File: config.mk
export PLATFORM = sky130hd
export DESIGN_NAME = mac_vector_sequencer
export DESIGN_NICKNAME = d
export VERILOG_FILES = /design/src/rtl/mac_vector_sequencer.sv
export SDC_FILE = /design/constraint.sdc
export NUM_CORES = 1
export LEC_CHECK = 0
export CORE_MARGIN = 10
export CORE_UTILIZATION = 43
export CTS_CLUSTER_SIZE = 8
export DETAILED_ROUTE_END_ITERATION = 8
export PLACE_DENSITY = 0.86
export SYNTH_ARGS = -nofsm -noshare
export SYNTH_HDL_FRONTEND = slang
export SYNTH_SLANG_ARGS = --single-unit
File: constraint.sdc
create_clock -name clk -period 3.83 [get_ports clk]
set_clock_uncertainty 0.2 [all_clocks]
set_input_delay 0.5745 -clock clk [delete_from_list [all_inputs] [get_ports clk]]
set_output_delay 0.5745 -clock clk [all_outputs]
set_load 0.02 [all_outputs]
File: src/rtl/mac_vector_sequencer.sv
// mac_vector_sequencer: drives one external 1-cycle mac_cell through a
// dot product, feeding acc_out back to acc_in and returning the final sum.
module mac_vector_sequencer #(
  parameter int DATA_W = 16,
  parameter int ACC_W  = 32,
  parameter int LEN_W  = 8
) (
  input  logic              clk,
  input  logic              rst_n,
  input  logic              cmd_valid,
  output logic              cmd_ready,
  input  logic [LEN_W-1:0]  cmd_len,
  input  logic [ACC_W-1:0]  cmd_bias,
  input  logic              in_valid,
  output logic              in_ready,
  input  logic [DATA_W-1:0] in_a,
  input  logic [DATA_W-1:0] in_b,
  output logic [DATA_W-1:0] mac_a,
  output logic [DATA_W-1:0] mac_b,
  output logic [ACC_W-1:0]  mac_acc_in,
  input  logic [ACC_W-1:0]  mac_acc_out,
  output logic              res_valid,
  input  logic              res_ready,
  output logic [ACC_W-1:0]  res_data
);

  typedef enum logic [1:0] {
    IDLE  = 2'd0,
    RUN   = 2'd1,
    DRAIN = 2'd2,
    DONE  = 2'd3
  } state_t;

  state_t           state;
  state_t           state_nxt;
  logic [LEN_W-1:0] remaining;
  logic             first;
  logic [ACC_W-1:0] bias_reg;
  logic             cmd_fire;
  logic             issue;

  assign cmd_fire = cmd_valid & cmd_ready;
  assign issue    = in_valid & in_ready;

  // State register
  always_ff @(posedge clk or negedge rst_n) begin
    if (!rst_n) begin
      state <= IDLE;
    end else begin
      state <= state_nxt;
    end
  end

  // Next state and handshake outputs, decoded from the registered state
  always_comb begin
    state_nxt = state;
    cmd_ready = 1'b0;
    in_ready  = 1'b0;
    res_valid = 1'b0;
    unique case (state)
      IDLE: begin
        cmd_ready = 1'b1;
        if (cmd_valid) begin
          state_nxt = (cmd_len == '0) ? DONE : RUN;
        end
      end
      RUN: begin
        in_ready = 1'b1;
        if (in_valid && remaining == LEN_W'(1)) begin
          state_nxt = DRAIN;
        end
      end
      DRAIN: begin
        state_nxt = DONE;
      end
      DONE: begin
        res_valid = 1'b1;
        if (res_ready) begin
          state_nxt = IDLE;
        end
      end
      default: begin
        state_nxt = IDLE;
      end
    endcase
  end

  // Command latch, issue bookkeeping and result capture
  always_ff @(posedge clk or negedge rst_n) begin
    if (!rst_n) begin
      remaining <= '0;
      first     <= 1'b0;
      bias_reg  <= '0;
      res_data  <= '0;
    end else begin
      if (cmd_fire) begin
        bias_reg <= cmd_bias;
        if (cmd_len == '0) begin
          res_data <= cmd_bias;
        end else begin
          remaining <= cmd_len;
          first     <= 1'b1;
        end
      end
      if (issue) begin
        first     <= 1'b0;
        remaining <= remaining - LEN_W'(1);
      end
      if (state == DRAIN) begin
        res_data <= mac_acc_out;
      end
    end
  end

  // mac_cell drive: zero operands and recirculate the sum unless issuing;
  // bias seeds the accumulator until the first pair has gone in
  always_comb begin
    mac_a      = '0;
    mac_b      = '0;
    mac_acc_in = mac_acc_out;
    unique case (1'b1)
      (state == RUN && first): begin
        mac_acc_in = bias_reg;
        if (issue) begin
          mac_a = in_a;
          mac_b = in_b;
        end
      end
      (state == RUN && !first): begin
        if (issue) begin
          mac_a = in_a;
          mac_b = in_b;
        end
      end
      default: begin
        mac_a = '0;
      end
    endcase
  end

endmodule

==> flow_metrics.py <==
metrics = {
    "sta": {
        "worst_pin_slew_ps": 933.4,
        "post-route-min-period_ps": 3298,
        "final-hold-violation-count": 0,
        "setup_viol": 0,
        "drv_slew": 0,
        "finalSetupTns_ps": 0,
        "max_freq_mhz": 303.2,
        "rsz0062_at_grt": "no",
        "max_slew_margin": 0.3778,
        "timing.hold.ws_ps": 179.9,
        "min_period_over_period": 0.8612,
    },
    "pwr": {
        "pwr-share-seq": 0.306,
        "cellPowerDensity_nw_per_um2": 721.8,
        "ir_worst_vdd_mv": 0.3699,
        "switching_power_mw": 1.901,
        "pwr-share-clk": 0.129,
        "switching_share": 0.4145,
        "power.leakage_nw": 2.882,
        "finalPower_mw": 4.585,
        "combinationalPowerShare": 0.565,
        "p_int_mw": 2.685,
    },
    "routing": {
        "avgRoutedWirePerCell_um": 18.19,
        "drt_iter0_markers": 180,
        "drtAntennaViolNets": 0,
        "via_count": 3864,
        "totalWireLength_um": 13460,
        "drc": 0,
        "firstDrtPassIters": 4,
        "vias_per_cell": 5.222,
    },
    "cts": {
        "htree_num_levels": 3,
        "clkTransAtPathRegs_ps": 80,
        "cts_tree": "built",
        "cts_setup_buffers": 0,
        "insertion_delay_ps": 330,
        "clockRootBuffer": "clkbuf_8",
        "cts_num_sinks": 75,
        "cts_resized": 0,
        "ctsHoldBuffers": 0,
        "cts_made_buffers": 9,
        "clockBufferDepth": 2,
    },
    "finish": {
        "antenna_cells": 0,
        "final_cell_mix": "206 x clkdlybuf4s50_1, 135 x nand2_1, 75 x dfrtp_1, 34 x mux2i_1",
        "drive_gt1_frac": 0.1002,
        "area_growth_pct": 59.40,
        "nets": 741,
        "fin_area_um2": 6352,
        "layout_commonest_cell": "clkdlybuf4s50_1",
        "fin_util": 0.6941,
    },
    "placement": {
        "placed_area_um2": 6162,
        "dp_hpwl_um": 10470,
        "port_buffers": 207,
        "gp_congestion": 0.8332,
    },
    "setup_path": {
        "crit_required_ps": 3060,
        "start_kind": "primary input",
        "crit_buf_inv": 2,
        "critPathKind": "primary input to output pin",
        "cp-end-kind": "output pin",
        "crit_family": "buffers and inverters",
        "reg2reg_slack_ps": 1370,
        "slowest_stage": "clkdlybuf4s50_1",
        "r2r_cells": 6,
        "path_cells": "clkdlybuf4s50_1 > and3_1 > clkdlybuf4s50_1",
        "path_common_cell": "clkdlybuf4s50_1",
        "reg2reg_from": "state[0]$_DFFE_PN0P_",
        "path_max_fanout": 36,
        "timing.rr.end": "res_data[1]$_DFFE_PN0P_",
        "arrival_ps": 2520,
        "slowest_delay_ps": 1030,
    },
    "yosys": {
        "ys_seq_elements": 75,
        "synth_largest_area_cell": "dfrtp_1",
        "syn_nets": 543,
        "synthCells": 427,
        "ys_warn_count": 0,
        "netlist_area_um2": 3985,
        "ys_seq_area_frac": 0.4710,
        "syn_area_per_cell_um2": 9.333,
        "synth_area_leaders": "dfrtp_1 47%, nand2_1 13%, mux2_2 9.0%, mux2i_1 8.5%, and3_1 5.0%",
        "yosysUniqueCellTypes": 36,
        "synth_top_area_frac": 0.4710,
    },
    "die": {
        "die_w_um": 116.3,
        "core_um2": 9153,
        "io_pins": 208,
        "fp-row-count": 35,
        "dieArea_um2": 13520,
        "initial_core_util": 0.4354,
        "die_h_um": 116.3,
    },
    "grt": {
        "antenna_found_initial": 0,
        "grt_use_total": 0.1963,
        "grt-ovfl-total": 0,
        "grt_pass1_wl_um": 21220,
        "first_global_vias": 4045,
        "grt_max_degree": 76,
    },
    "status": {
        "status": "complete, no violations",
    },
    "flow_run": {
        "maxCapViolCount": 0,
    },
    "min_path": {
        "min_path_type": "primary input to asynchronous set/reset pin",
    },
}
[cell type report]
cell class              instances  area [um2]
multi-input cells             317        1987
repair buffers                216        2137
clock buffers                   9       123.9
flip-flops and latches         75        1877
well taps                     111       138.9
inverters                       6       22.52
fillers                       712        2800
clock inverters                 6       66.31
[power groups by stage]
stage          Combinational, mW  Clock, mW  Sequential, mW
3_3_place_gp                2.55          0            1.39
4_1_cts                     2.63      0.605            1.40
3_5_place_dp                2.63          0            1.41
5_1_grt                     2.83      0.635            1.45
6_report                    2.59      0.592            1.40
2_1_floorplan               1.34          0            1.56
[how the worst max path moves through the flow]
stage                              start       endpoint  slack [ps]  cells past startpoint
floorplan           state[1]$_DFFE_PN0P_  mac_acc_in[0]        1220                      6
global placement                in_valid       mac_b[1]         650                      3
detailed placement              in_valid       mac_b[9]         560                      3
CTS                             in_valid       mac_b[9]         560                      3
global route                    in_valid       mac_b[9]         440                      3
finish                          in_valid       mac_b[9]         530                      3
[kinds of logic after synthesis]
logic type | count (synthesis) | share of synthesized area
DFF | 75 | 0.4710
buffers and inverters | 35 | 0.03485
muxes | 66 | 0.1758
and+or+nand+nor | 188 | 0.2075
adders and majority gates | 7 | 0.02198
AOI/OAI and AO/OA | 55 | 0.08666
xor gates and xnor gates | 1 | 0.002198
[synth_stat cells (all sizes together)]
| master | instances |
|---|---|
| nand2 | 135 |
| dfrtp | 75 |
| mux2i | 34 |
| o21ai | 34 |
| and3 | 32 |
| mux2 | 32 |
| clkbuf | 19 |
| buf | 10 |
| ha | 7 |
| nor2 | 7 |
| inv | 6 |
| a21oi | 4 |
| a221oi | 3 |
| nor4 | 3 |
| a21o | 2 |
| a221o | 2 |
| a31oi | 2 |
| and2 | 2 |
| o211ai | 2 |
| or3 | 2 |
| or4 | 2 |
| a211o | 1 |
| a211oi | 1 |
| a31o | 1 |
| nand2b | 1 |
| nand3 | 1 |
| nand4b | 1 |
| nor2b | 1 |
| nor3 | 1 |
| o221ai | 1 |
| o311a | 1 |
| o41ai | 1 |
| xnor2 | 1 |
[routing by layer]
layer  part of all wire  up-vias  GRT usage
met5                  0        -          0
met4             0.0088        0    0.04337
met3              0.088        9    0.05958
met2               0.51      132     0.3511
met1               0.39     1865     0.2245
li1                   -     1858          -
[through the flow]
step | cells | setup WS (ps)
after floorplan | 427 | 1217
after global placement | 725 | 646.0
after detailed placement | 725 | 556.9
after CTS | 740 | 562.7
after global routing | 740 | 439.1
final | 740 | 531.8
No activity file was read; power rests on OpenSTA's default activity.
==> RTL edit 1 (config.mk and constraints unchanged) <==
The parameter `LEN_W` goes from 8 to 16.
--- a/src/rtl/mac_vector_sequencer.sv
+++ b/src/rtl/mac_vector_sequencer.sv
@@ -4,5 +4,5 @@
   parameter int DATA_W = 16,
   parameter int ACC_W  = 32,
-  parameter int LEN_W  = 8
+  parameter int LEN_W  = 16
 ) (
   input  logic              clk,
Interface: changed (resized cmd_len); port bits go from 208 to 216. The function was not compared with the original's and may differ.
==> RTL edit 1 against the unedited design <==
Hold slack lost 0.0061 ns; critical endpoint is now mac_acc_in[16]; non-clock buffer count grew 6; core utilization shrank 0.43 points; routed wire length grew 19%; synthesized area grew 16%; sequential share of layout area shrank 0.51 points; sequential power grew 16%; final area grew 13%; critical path type is now flip-flop to output pin; combinational power grew 12%; sequential cell count grew 8; synthesized cell count shrank 11%; register-to-register slack lost 0.22 ns; total power grew 15%; worst setup slack lost 0.0050 ns.
==> RTL edit 1: results (changes against the unedited design) <==
<table>
<tr><th>Metric</th><th>Value</th></tr>
<tr><th colspan="2">Status</th></tr>
<tr><td>Outcome</td><td>complete, no violations</td></tr>
<tr><th colspan="2">Yosys</th></tr>
<tr><td>Average size of a mapped cell</td><td>12.1 um^2 (+29%)</td></tr>
<tr><td>Most numerous cell in the Yosys netlist</td><td>sky130_fd_sc_hd__mux2_2</td></tr>
<tr><td>Most used standard cells in the synthesized netlist</td><td>sky130_fd_sc_hd__mux2_2, sky130_fd_sc_hd__dfrtp_1, sky130_fd_sc_hd__and3_1</td></tr>
<tr><td>Count of different cell masters after synthesis</td><td>46 (+28%)</td></tr>
<tr><th colspan="2">Layout</th></tr>
<tr><td>Register Area</td><td>0.00208 mm^2 (+11%)</td></tr>
<tr><td>Share of final-layout standard cells stronger than drive strength 1</td><td>0.269 (+0.169)</td></tr>
<tr><td>Total number of nets in the final design</td><td>714 (-3.6%)</td></tr>
<tr><th colspan="2">Placement</th></tr>
<tr><td>Gpl congestion</td><td>0.911 (+9.3%)</td></tr>
<tr><td># placed instances</td><td>715 (-1.4%)</td></tr>
<tr><td>Count of input and output buffers</td><td>215 (+3.9%)</td></tr>
<tr><td>Cell area after placement</td><td>0.00692 mm^2 (+12%)</td></tr>
<tr><th colspan="2">Critical path</th></tr>
<tr><td>FF-to-FF path depth</td><td>7 (+1)</td></tr>
<tr><td>Worst setup path startpoint</td><td>state[1]</td></tr>
<tr><td>Delay of the slowest cell on the worst path</td><td>0.57 ns (-0.46 ns)</td></tr>
<tr><td>Critical path destination</td><td>mac_acc_in[16]</td></tr>
<tr><th colspan="2">Global routing</th></tr>
<tr><td>First-pass GRT wire length</td><td>23.9 mm (+13%)</td></tr>
<tr><td>Tot GR Track Use</td><td>0.201 (+0.00486)</td></tr>
<tr><td>Largest net degree at the start of global routing</td><td>84 (+11%)</td></tr>
<tr><th colspan="2">Pwr</th></tr>
<tr><td>LEAKAGE</td><td>2.95 nW (+2.3%)</td></tr>
<tr><td>Fraction of power spent switching nets</td><td>0.383 (-0.0317)</td></tr>
<tr><td>Worst VDD drop</td><td>0.000490 V (+32%)</td></tr>
<tr><th colspan="2">STA</th></tr>
<tr><td>Final setup slack of the worst path</td><td>0.527 ns (-0.00503 ns)</td></tr>
<tr><td>Slew at the pin closest to its max-slew limit</td><td>1.20 ns (+0.271 ns)</td></tr>
<tr><th colspan="2">Drt</th></tr>
<tr><td>DRT Wirelength</td><td>16.0 mm (+19%)</td></tr>
<tr><th colspan="2">Clock tree</th></tr>
<tr><td>Clock latency on the worst-skew pair</td><td>0.36 ns (+0.03 ns)</td></tr>
</table>
-- RTL edit 1: changes by cell type in the layout (fill, tap and decap cells not counted), sizes merged, moves of 3 or more --
| cell | before | now |
|---|---|---|
| nand2 | 135 | 12 |
| mux2 | 32 | 130 |
| o21ai | 34 | 2 |
| mux2i | 34 | 7 |
| clkdlybuf4s50 | 206 | 214 |
| dfrtp | 75 | 83 |
| nor4 | 3 | 11 |
| nand3 | 1 | 7 |
| nor3 | 1 | 5 |
| a21oi | 4 | 1 |
| nand4 | 0 | 3 |
| or3 | 2 | 5 |
-- RTL edit 1: logic make-up (layout without fill, tap and decap cells) --
kind of cell,after synthesis,in the layout,share of synthesized area
AO/OA/AOI/OAI,30,30,0.0548
adder cells (fa/ha/maj),7,7,0.0190
buffers and inverters,33,246,0.0277
flip-flops,83,83,0.450
multiplexers,137,137,0.333
AND/OR/NAND/NOR,92,92,0.116
-- RTL edit 1: worst min-delay path by stage --
stage / slack (ns) / end
after floorplan: 0.08 / bias_reg[0]
after global placement: 0.28 / bias_reg[14]
after detailed placement: 0.29 / bias_reg[25]
after CTS: 0.24 / bias_reg[28]
after global routing: 0.25 / bias_reg[28]
final: 0.17 / bias_reg[28]
-- RTL edit 1: cell type report --
type                       instances  share of cell area
multi-input combinational        266               0.339
timing repair buffer             222               0.310
tap                              136              0.0238
clock buffer                      11              0.0212
clock inverter                     5              0.0119
sequential                        83               0.290
inverter                           8             0.00420
-- RTL edit 1: routing by layer --
layer	share of wire	vias to the layer above	GRT usage
met1	0.40	1942	0.231
met5	0	-	0
met4	0.011	0	0.0502
met2	0.46	214	0.325
met3	0.14	16	0.107
li1	-	1851	-
==> RTL edit 2 (same flow settings) <==
Without the edit above. Reset style: synchronous (`rst_n`), changed in 2 clocked blocks.
--- a/src/rtl/mac_vector_sequencer.sv
+++ b/src/rtl/mac_vector_sequencer.sv
@@ -44,5 +44,5 @@
 
   // State register
-  always_ff @(posedge clk or negedge rst_n) begin
+  always_ff @(posedge clk) begin
     if (!rst_n) begin
       state <= IDLE;
@@ -87,5 +87,5 @@
 
   // Command latch, issue bookkeeping and result capture
-  always_ff @(posedge clk or negedge rst_n) begin
+  always_ff @(posedge clk) begin
     if (!rst_n) begin
       remaining <= '0;
Check against the original RTL: differs if rst_n is asserted again (counterexample within 4 cycles, from zero or initial values and one cycle with rst_n low); with rst_n held inactive, the same outputs for 10 cycles.
==> RTL edit 2 against the unedited design <==
Clock power is 2% higher; routed wire length rose by 2.6%; synthesized area fell by 0.85%; total power decreased by 21%; hold slack better by 0.074 ns; maximum frequency up 1.7%; count of clock-buffer cells in the layout rose by 1; final cell count up 0.54%; sequential cell count is the same; final area shrank 1.4%; worst setup slack better by 0.055 ns; largest cell class is now multi-input gates.
==> RTL edit 2: results (changes against the unedited design) <==
<table>
<tr><th>Metric</th><th>Value</th></tr>
<tr><th colspan="2">Critical path</th></tr>
<tr><td>Delay of the slowest cell on the worst path</td><td>0.98 ns (-0.05 ns)</td></tr>
<tr><td>Critical Path Fanout Max</td><td>35 (-2.8%)</td></tr>
<tr><td>Worst path arrival time</td><td>2.47 ns (-0.05 ns)</td></tr>
<tr><th colspan="2">Pwr</th></tr>
<tr><td>LEAKAGE</td><td>2.32 nW (-20%)</td></tr>
<tr><th colspan="2">Layout</th></tr>
<tr><td>Total number of nets in the final design</td><td>747 (+0.81%)</td></tr>
<tr><td>Share of final-layout standard cells stronger than drive strength 1</td><td>0.138 (+0.0382)</td></tr>
<tr><th colspan="2">Global routing</th></tr>
<tr><td>First-pass GRT wire length</td><td>21.8 mm (+2.8%)</td></tr>
<tr><td>Via count of the first global-routing pass</td><td>4185 (+3.5%)</td></tr>
<tr><td>Tot GR Track Use</td><td>0.201 (+0.00493)</td></tr>
<tr><td>Largest net degree at the start of global routing</td><td>40 (-47%)</td></tr>
<tr><th colspan="2">STA</th></tr>
<tr><td>Slew at the pin closest to its max-slew limit</td><td>0.787 ns (-0.147 ns)</td></tr>
<tr><th colspan="2">Status</th></tr>
<tr><td>Outcome</td><td>complete, no violations</td></tr>
<tr><th colspan="2">Placement</th></tr>
<tr><td>Worst slack after detailed placement</td><td>0.560 ns (+0.00311 ns)</td></tr>
<tr><td>HPWL after detailed placement</td><td>10.6 mm (+0.95%)</td></tr>
<tr><td>Gpl congestion</td><td>0.929 (+11%)</td></tr>
<tr><th colspan="2">Yosys</th></tr>
<tr><td>Yosys warns</td><td>0 (unchanged)</td></tr>
<tr><td>Synth top area cells</td><td>sky130_fd_sc_hd__dfxtp_1, sky130_fd_sc_hd__mux2_2, sky130_fd_sc_hd__a211oi_2</td></tr>
<tr><td>Post-synthesis async set-or-reset flop share</td><td>0 (-1.00)</td></tr>
<tr><td>Register area share after synthesis</td><td>0.380 (-0.0910)</td></tr>
<tr><td>Count of different cell masters after synthesis</td><td>38 (+5.6%)</td></tr>
<tr><td>Post-Syn Nets</td><td>556 (+2.4%)</td></tr>
<tr><td>Primary flip-flop cell chosen by synthesis mapping</td><td>sky130_fd_sc_hd__dfxtp_1</td></tr>
<tr><th colspan="2">Clock tree</th></tr>
<tr><td>Worst-path clk slew</td><td>around 0.070 ns</td></tr>
<tr><td>Number of buffers on the longest clock path</td><td>2 (unchanged)</td></tr>
<tr><th colspan="2">Hold path</th></tr>
<tr><td>Type of the worst min-delay path</td><td>flip-flop to flip-flop</td></tr>
<tr><th colspan="2">Drt</th></tr>
<tr><td>1st-iter DRT viols</td><td>176 (-2.2%)</td></tr>
<tr><td>Average wire per cell in the routed design</td><td>18.6 um (+2.1%)</td></tr>
</table>
==> RTL edit 2: cells by family after synthesis <==
family / Yosys count / synth area share
compound gates: 89 / 0.186
buf+inv: 48 / 0.0541
mux: 64 / 0.172
flops: 75 / 0.380
xor+xnor: 3 / 0.00665
fa+ha+maj: 7 / 0.0222
simple gates: 154 / 0.179
==> RTL edit 2: final cells by class <==
cell class	count	area [um^2]
clock buffer	10	128
clock inverter	6	66.3
fill	686	2580
inverter	12	45.0
multi-input combinational	317	2240
sequential	75	1500
tap	108	135
timing repair buffer	216	2150
==> RTL edit 2: worst paths after layout <==
kind                start           end  slack, ns  cells after the start
max reg2reg      state[0]  remaining[1]       1.48                      6
min          bias_reg[14]  bias_reg[14]       0.25                      2
max              in_valid      mac_b[5]       0.59                      3
min reg2reg  bias_reg[14]  bias_reg[14]       0.25                      2
==> RTL edit 2: worst max-delay path: cells and delay by family <==
kind / cells / cell delay [ns]
buffers and inverters: 2 / 1.61
AND/OR/NAND/NOR: 1 / 0.28
==> RTL edit 2: stage by stage <==
stage                     std cells   util  hold WS (ns)  cell area, um^2  total power, mW
after floorplan                 440      -         0.234             3950             2.28
after global placement          728  0.686         0.240             6070             2.98
after detailed placement        728  0.686         0.244             6070             3.04
after CTS                       744  0.708         0.255             6270             3.65
after global routing            744  0.708         0.276             6270             3.85
final                           744  0.708         0.254             6270             3.62
==> RTL edit 2: report_power, final <==
part,leakage [nW],internal (mW),switching (mW)
registers,0.615,1.01,0.136
logic,1.61,0.858,1.01
clock network,0.0885,0.301,0.303
total,2.32,2.17,1.45
==> RTL edit 2: layer usage <==
metal | routed length [um] | vias to the layer above | share of wire | GRT usage
met3 | 1010 | 12 | 0.073 | 0.0651
met1 | 5490 | 1858 | 0.40 | 0.221
met2 | 7190 | 121 | 0.52 | 0.369
met5 | 0 | - | 0 | 0
li1 | - | 1942 | - | -
met4 | 132 | 0 | 0.0096 | 0.0450
